## src/rtl/wb_arbiter.sv

```systemverilog
// Round-robin write-back arbiter with one holding register per execution unit.
// Define WB_ARB_BYPASS_EN to write an input directly when all holds are empty.
module wb_arbiter #(
  parameter int XLEN      = 64,
  parameter int FLEN      = 32,
  parameter int NUM_PORTS = 4,
  localparam int MaxLen   = (XLEN > FLEN) ? XLEN : FLEN
) (
  input  logic                                clk_i,
  input  logic                                arst_ni,
  input  logic [NUM_PORTS-1:0][5:0]           res_addr_i,
  input  logic [NUM_PORTS-1:0][MaxLen-1:0]    res_data_i,
  input  logic [NUM_PORTS-1:0]                res_valid_i,
  output logic [NUM_PORTS-1:0]                res_ready_o,
  output logic [5:0]                          wr_addr_o,
  output logic [MaxLen-1:0]                   wr_data_o,
  output logic                                wr_en_o,
  output logic                                busy_o
);

  localparam int PtrW = $clog2(NUM_PORTS);

  logic [NUM_PORTS-1:0]              hold_valid_q, hold_valid_d;
  logic [NUM_PORTS-1:0][5:0]         hold_addr_q, hold_addr_d;
  logic [NUM_PORTS-1:0][MaxLen-1:0]  hold_data_q, hold_data_d;
  logic [PtrW-1:0]                   rr_ptr_q, rr_ptr_d;

  logic [NUM_PORTS-1:0] gnt;
  logic [NUM_PORTS-1:0] byp_gnt;
  logic [NUM_PORTS-1:0] accept;
  logic [PtrW-1:0]      idx;
  logic [PtrW-1:0]      h_sel;
  logic                 h_any;

  function automatic logic [PtrW-1:0] nxt(input logic [PtrW-1:0] p);
    nxt = PtrW'((int'(p) + 1) % NUM_PORTS);
  endfunction

  always_comb begin
    h_any = 1'b0;
    h_sel = '0;
    idx   = '0;
    gnt   = '0;
    for (int k = 0; k < NUM_PORTS; k++) begin
      idx = PtrW'((int'(rr_ptr_q) + k) % NUM_PORTS);
      if (!h_any && hold_valid_q[idx]) begin
        h_any = 1'b1;
        h_sel = idx;
      end
    end
    if (h_any) gnt[h_sel] = 1'b1;
  end

`ifdef WB_ARB_BYPASS_EN
  logic [PtrW-1:0] b_idx;
  logic [PtrW-1:0] b_sel;
  logic            b_any;

  // Bypass only when nothing is buffered, so buffered results never lose order.
  always_comb begin
    b_any   = 1'b0;
    b_sel   = '0;
    b_idx   = '0;
    byp_gnt = '0;
    for (int k = 0; k < NUM_PORTS; k++) begin
      b_idx = PtrW'((int'(rr_ptr_q) + k) % NUM_PORTS);
      if (!b_any && res_valid_i[b_idx]) begin
        b_any = 1'b1;
        b_sel = b_idx;
      end
    end
    if (b_any && !h_any) byp_gnt[b_sel] = 1'b1;
  end
`else
  assign byp_gnt = '0;
`endif

  assign res_ready_o = ~hold_valid_q | gnt;
  assign accept      = res_valid_i & res_ready_o & ~byp_gnt;
  assign busy_o      = |hold_valid_q;

  always_comb begin
    wr_en_o   = h_any;
    wr_addr_o = '0;
    wr_data_o = '0;
    rr_ptr_d  = rr_ptr_q;
    if (h_any) begin
      wr_addr_o = hold_addr_q[h_sel];
      wr_data_o = hold_data_q[h_sel];
      rr_ptr_d  = nxt(h_sel);
    end
`ifdef WB_ARB_BYPASS_EN
    else if (b_any) begin
      wr_en_o   = 1'b1;
      wr_addr_o = res_addr_i[b_sel];
      wr_data_o = res_data_i[b_sel];
      rr_ptr_d  = nxt(b_sel);
    end
`endif
  end

  always_comb begin
    hold_valid_d = hold_valid_q;
    hold_addr_d  = hold_addr_q;
    hold_data_d  = hold_data_q;
    for (int i = 0; i < NUM_PORTS; i++) begin
      if (accept[i]) begin
        hold_valid_d[i] = 1'b1;
        hold_addr_d[i]  = res_addr_i[i];
        hold_data_d[i]  = res_data_i[i];
      end else if (gnt[i]) begin
        hold_valid_d[i] = 1'b0;
      end
    end
  end

  always_ff @(posedge clk_i or negedge arst_ni) begin
    if (!arst_ni) begin
      hold_valid_q <= '0;
      hold_addr_q  <= '0;
      hold_data_q  <= '0;
      rr_ptr_q     <= '0;
    end else begin
      hold_valid_q <= hold_valid_d;
      hold_addr_q  <= hold_addr_d;
      hold_data_q  <= hold_data_d;
      rr_ptr_q     <= rr_ptr_d;
    end
  end

endmodule

```

## config.mk

```make
export PLATFORM = sky130hd
export DESIGN_NAME = wb_arbiter
export DESIGN_NICKNAME = d
export VERILOG_FILES = /design/src/rtl/wb_arbiter.sv
export SDC_FILE = /design/constraint.sdc
export NUM_CORES = 1
export LEC_CHECK = 0
export BUFFER_PORTS_ARGS = -buffer_cell sky130_fd_sc_hd__buf_4
export CORE_UTILIZATION = 37
export CTS_BUF_LIST = sky130_fd_sc_hd__clkbuf_2 sky130_fd_sc_hd__clkbuf_4 sky130_fd_sc_hd__clkbuf_8
export DETAILED_ROUTE_END_ITERATION = 12
export PLACE_DENSITY = 0.69
export SYNTH_ARGS = -nofsm -noshare
export SYNTH_HDL_FRONTEND = slang
export SYNTH_SLANG_ARGS = --single-unit
```

## constraint.sdc

```tcl
create_clock -name clk_i -period 2.64 [get_ports clk_i]
set_input_delay 0.264 -clock clk_i [delete_from_list [all_inputs] [get_ports clk_i]]
set_output_delay 0.264 -clock clk_i [all_outputs]
set_load 0.01 [all_outputs]
```

==> impl_metrics.csv, run 1 <==
group,metric,value,unit
power,powerDensity,1369,nW/µm²
clocking,cts_htree_levels,2,
timing,setup_viol,70,
die,initial_utilization,37.84,%
synthesis,synth-seq-area-share,57.84,%
grt,grt_max_degree,83,
job,maxCapViolations,0,
power,swShare,36.09,%
die,rows,66,
die,dieWidth,184.9,µm
cells_and_area,drive_gt1_share,53.03,%
drt,drt-wirelength-per-cell,23.58,µm
drt,drt_iter0_drc,500,
clocking,clkLatencyLatePin,0.56,ns
grt,grt_pass1_vias,12280,
grt,grt.total_usage,27.35,%
cells_and_area,nets,1798,
synthesis,synthesis.nets,1108,
power,internal-power,0.01795,W
timing,fmax,365.8,MHz
clocking,cts_buffers,49,
timing,skew,0.01242,ns
placed_design,gp_congestion,0.7914,
power,leakage,9.118,nW
timing,setup_tns,-3.280,ns
timing,finalHoldViolCount,0,
critical_path,critPathMaxFanout,5,
die,core_area,32700,µm²
synthesis,synthTopCellsByArea,"dfrtp_1 58%, mux2_2 25%, a221o_1 5.7%",
synthesis,synth_top_cells_by_count,"286 x dfrtp_1, 274 x mux2_2, 71 x a221o_1, 70 x a32o_1, 31 x clkbuf_1",
synthesis,synthArstFlopShare,100.0,%
timing,tightest_slew,1.022,ns
critical_path,r2r_start,"hold_valid_q[1]",
drt,viasPerCell,5.352,
synthesis,synth_top_area_share,57.84,%
clocking,cts-root-buf,"clkbuf_8",
run_status,violations,"negative setup slack",
timing,fin_crit,2.734,ns
drt,dr.pass1.iters,5,
die,io_pins,362,
grt,grt_pass1_wl,70340,µm
power,seqPwrFrac,28.8,%
critical_path,reg2reg_to,"hold_data_q[130]",
critical_path,start_kind,"flip-flop",
critical_path,r2r_slack,0.28,ns
critical_path,startpoint,"rr_ptr_q[0]",
drt,routed_wl,47150,µm
grt,antenna_found_initial,5,
timing,min_period_over_period,103.5,%
die,die-area,34180,µm²
synthesis,synth_edf_count,0,
power,combPwrFrac,55.4,%
power,vdd_ir_drop_max,0.7894,mV
synthesis,synth.most_common_cell,"dfrtp_1",
critical_path,end_kind,"output port",
synthesis,yosysTopAreaCell,"dfrtp_1",
power,p_clk_share,15.8,%
critical_path,required,2.38,ns
synthesis,synth_cell_types,28,
synthesis,avgSynthCellArea,15.05,µm²
placed_design,dp_hpwl,24280,µm
critical_path,r2r_cells,8,
cells_and_area,area_growth,65.90,%
grt,overflow,0,
timing,fin_ws,-0.09354,ns
clocking,clockBufferDepth,3,
critical_path,worstPathArrival,2.47,ns
synthesis,ys_seq_elements,286,
timing,drv_slew,0,
timing,maxSlewHeadroom,31.87,%
drt,ant_nets,0,
min_path,hold_path.class,"in -> async",
synthesis,syn-cell-area,12370,µm²
synthesis,synth_cells,822,
timing,rsz0062_at_grt,"true",
clocking,cts_tree,"yes",
placed_design,port_buffers,361,
synthesis,synth_flop_cell,"dfrtp_1",
clocking,clkTransAtPathRegs,0.06,ns
critical_path,crit_type,"reg -> out",
drt,vias,10700,
drt,drcViolationCount,0,
power,power_switching,0.01014,W
clocking,cts.sinks,286,
critical_path,crit_end,"wr_data_o[63]",
synthesis,ys.warnings.count,0,
die,die_h,184.9,µm
timing,fin_hold_ws,0.2878,ns
run_status,status,"finished, violations left",
## placed cells by master, fill, tap and decap left out, drive strengths merged, types with 4 or more instances in the layout
cell type	Yosys	layout
dlygate4sd3	0	285
o21ai	5	5
a21oi	4	4
diode	0	6
buf	41	417
nand2	8	8
nor2	5	5
a221o	71	71
dfrtp	286	286
nand2b	8	8
clkbuf	31	82
mux2	280	280
a32o	70	70
o211a	1	4
clkinv	0	8
## critical path: stages (launching register included)
cell and delay, ns:
dfrtp_2 0.44, nand2b_4 0.16, a22o_4 0.30, buf_6 0.14, buf_12 0.14, a32o_2 0.30
a221o_1 0.30, buf_6 0.13
## sequential cells by signal, indices dropped and copies added (netlist names)
| signal | cells |
|---|---|
| hold_data_q | 256 |
| hold_addr_q | 24 |
| hold_valid_q | 4 |
| rr_ptr_q | 2 |
## kinds of logic (layout without fill, tap and decap cells)
kind of cell	Yosys count	after routing	share of synthesized area, %
AO/OA/AOI/OAI	158	162	12.51
buffers and inverters	74	799	3.175
flip-flops	286	286	57.84
multiplexers	280	280	25.48
other	0	6	0
AND/OR/NAND/NOR	24	25	0.9910
## layer usage
layer / share of wire, % / wire, µm / vias to the layer above / global-route usage, %
met5: 0 / 0 / - / 0
met1: 38 / 17930 / 5399 / 30.96
met2: 50 / 23780 / 542 / 48.08
met3: 7.1 / 3348 / 156 / 6.449
li1: - / - / 4607 / -
met4: 4.4 / 2096 / 0 / 13.75
## power groups by stage
stage / logic [W] / registers, W / clock network (W)
final: 0.0156 / 0.00808 / 0.00445
after global routing: 0.0163 / 0.00831 / 0.00473
after CTS: 0.0151 / 0.00794 / 0.00453
after detailed placement: 0.0121 / 0.00801 / 0
after global placement: 0.0120 / 0.00792 / 0
after floorplan: 0.00773 / 0.00751 / 0
## layout make-up
| type | count | area, µm² |
|---|---|---|
| Antenna cell | 6 | 15.01 |
| Clock buffer | 79 | 987.2 |
| Multi-Input combinational cell | 467 | 5010 |
| Clock inverter | 12 | 115.1 |
| Inverter | 2 | 7.507 |
| Tap cell | 442 | 553.0 |
| Timing Repair Buffer | 706 | 6675 |
| Fill cell | 2365 | 12170 |
| Sequential cell | 286 | 7164 |
## per-stage QoR
| step | power [W] | instance area (µm²) | util (%) | cells | setup WS [ns] |
|---|---|---|---|---|---|
| finish | 0.02809 | 20530 | 62.77 | 2000 | -0.09354 |
| global route | 0.02939 | 20520 | 62.76 | 1998 | -0.1439 |
| CTS | 0.02753 | 20420 | 62.44 | 1991 | -0.1012 |
| detailed placement | 0.02012 | 15660 | 47.90 | 1581 | 0.1494 |
| global placement | 0.01987 | 15660 | 47.90 | 1581 | 0.1485 |
| floorplan | 0.01524 | 12370 | - | 822 | 0.7085 |
## worst min-delay path by stage
stage                     startpoint             end  slack, ns  cells past startpoint
after floorplan              arst_ni  hold_addr_q[0]      -0.03                      0
after global placement       arst_ni  hold_data_q[7]       0.32                      1
after detailed placement     arst_ni  hold_data_q[6]       0.32                      1
after CTS                    arst_ni  hold_data_q[7]       0.31                      2
after global routing         arst_ni  hold_data_q[7]       0.33                      2
final                        arst_ni  hold_data_q[6]       0.29                      2
## what timing repair did
action	4_1_cts	5_1_grt
hold buffers	285	0
gates resized for setup	94	7
endpoints found under the hold margin	358	0
setup buffers	24	0
gates cloned	10	3
pin swaps	32	13
setup endpoints to repair	70	70
Power figures use the tool's default switching activity.
==> inputs of run 2 (changes only) <==
CELL_PAD_IN_SITES_DETAIL_PLACEMENT = 0   (was not set)
CELL_PAD_IN_SITES_GLOBAL_PLACEMENT = 1   (was not set)
CORE_MARGIN = 4   (was not set)
PLACE_DENSITY = 0.81   (was 0.69)
RECOVER_POWER = 25   (was not set)
==> run 2 against run 1 <==
Effect of this change:
- critical endpoint is now wr_data_o[37]
- combinational power decreased by 4%
- the flow finishes with violations (max-slew violations, negative setup slack)
- clock skew increased by 0.0056 ns
- critical path depth decreased by 1
- routed wire length decreased by 3.1%
- fmax increased by 1.9%
==> impl_metrics.csv, run 2 (synthesized netlist as in run 1, its figures left out) <==
group,metric,value,unit
placed_design,dp_cells,1581,
die,dieWidth,190.9,µm
run_status,status,"finished, violations left",
cells_and_area,largest_reg_flops,256,
placed_design,port_buffers,361,
cells_and_area,final_util,61.98,%
timing,tightest_slew,1.503,ns
critical_path,worstPathArrival,2.42,ns
grt,grt_pass1_vias,12210,
critical_path,critPathMaxFanout,16,
timing,fin_crit,2.683,ns
job,maxCapViolations,0,
clocking,clkTransAtPathRegs,0.06,ns
drt,routed_wl,45710,µm
grt,grt.total_usage,24.30,%
die,rows,66,
cells_and_area,area_growth,64.22,%
grt,antenna_found_initial,11,
cells_and_area,final_common_cell,"buf_4",
timing,fin_ws,-0.04305,ns
run_status,violations,"max-slew violations, negative setup slack",
power,internal-power,0.01759,W
timing,finalHoldViolCount,0,
critical_path,start_kind,"flip-flop",
clocking,clkLatencyLatePin,0.55,ns
power,leakage,9.027,nW
drt,drt-wirelength-per-cell,22.96,µm
critical_path,end_kind,"output port",
placed_design,dp_hpwl,25710,µm
clocking,cts_buffers,49,
power,p_clk_share,15.4,%
cells_and_area,layout_common_cells,"317 x buf_4, 285 x dlygate4sd3_1, 280 x dfrtp_1, 274 x mux2_2, 74 x buf_6",
clocking,cts.sinks,286,
drt,drcViolationCount,0,
timing,maxSlewHeadroom,-0.2210,%
critical_path,required,2.38,ns
power,vdd_ir_drop_max,0.7417,mV
power,swShare,35.66,%
die,initial_utilization,37.74,%
cells_and_area,drive_gt1_share,52.57,%
drt,vias,10570,
timing,fmax,372.7,MHz
timing,skew,0.01797,ns
die,io_pins,362,
timing,rsz0062_at_grt,"true",
critical_path,crit_type,"reg -> out",
clocking,cts-root-buf,"clkbuf_8",
drt,drt_iter0_drc,510,
drt,dr.pass1.iters,5,
placed_design,gp_congestion,0.7540,
cells_and_area,fin_cells,1991,
power,powerDensity,1345,nW/µm²
power,seqPwrFrac,29.6,%
timing,min_period_over_period,101.6,%
cells_and_area,reg.largest.list,"hold_data_q (256), hold_addr_q (24), hold_valid_q (4)",
clocking,clockBufferDepth,3,
clocking,cts_tree,"yes",
die,die-area,36430,µm²
cells_and_area,largest_register,"hold_data_q",
drt,viasPerCell,5.307,
timing,setup_viol,42,
grt,grt_pass1_wl,69300,µm
clocking,cts_htree_levels,2,
timing,drv_slew,29,
min_path,hold_path.class,"in -> reg",
cells_and_area,nets,1795,
grt,overflow,0,
die,core_area,32780,µm²
grt,grt_max_degree,101,
die,die_h,190.9,µm
power,combPwrFrac,55.0,%
drt,ant_nets,0,
power,power_switching,0.009745,W
run 2: repair_timing:
action                                  4_1_cts  5_1_grt
hold buffers                                285        0
pin swaps                                    23        4
endpoints found under the hold margin       373        0
gates cloned                                  6        0
setup buffers                                25        3
resized for setup                            83       29
endpoints found under the setup margin       70       70
run 2: area by class of cell:
cell class / instances / area, µm²
diodes: 10 / 25.02
clock buffers: 77 / 972.2
clock inverters: 4 / 45.04
fillers: 2363 / 12460
inverters: 2 / 7.507
multi-input cells: 465 / 4977
flip-flops and latches: 286 / 7167
well taps: 442 / 553.0
repair buffers: 705 / 6573
run 2: power by group through the flow:
stage / Combinational [W] / Sequential [W] / Clock (W)
final: 0.0150 / 0.00809 / 0.00420
after global routing: 0.0158 / 0.00832 / 0.00449
after CTS: 0.0146 / 0.00797 / 0.00429
after detailed placement: 0.0121 / 0.00805 / 0
after global placement: 0.0119 / 0.00795 / 0
after floorplan: 0.00773 / 0.00751 / 0
run 2: path summary, 6_finish.rpt:
path	start	to	slack [ns]	cells past startpoint
setup / recovery	rr_ptr_q[0]	wr_data_o[37]	-0.04	6
hold / removal	res_data_i[131]	hold_data_q[131]	0.49	3
setup reg to reg	rr_ptr_q[0]	hold_addr_q[3]	0.11	8
hold reg to reg	hold_data_q[227]	hold_data_q[227]	0.50	1
max in group asynchronous	arst_ni	hold_data_q[242]	0.49	3
min in group asynchronous	arst_ni	hold_data_q[22]	0.63	2
run 2: per-layer routing:
layer	track usage [%]	share of wire (%)	vias to the layer above
met5	0	0.018	-
met3	5.584	7.0	85
met4	8.343	2.7	2
li1	-	-	4596
met2	43.00	51	455
met1	29.16	39	5429
run 2: worst max-delay path, stage by stage (launching register included):
cell      delay [ns]
dfrtp_2         0.43
nand2b_4        0.16
a22o_4          0.36
buf_16          0.20
a32o_2          0.27
a221o_1         0.29
buf_6           0.13
run 2: stage by stage:
step	power [W]	hold slack [ns]	area, µm²	worst slack, ns	setup TNS (ns)
after floorplan	0.01524	-0.03159	12370	0.7085	0
after global placement	0.01982	0.3755	15680	0.1661	0
after detailed placement	0.02011	0.3789	15680	0.1184	0
after global routing	0.02864	0.4648	20320	-0.1116	-5.398
after CTS	0.02682	0.3821	20240	-0.06766	-2.745
final	0.02733	0.4869	20320	-0.04305	-0.6198
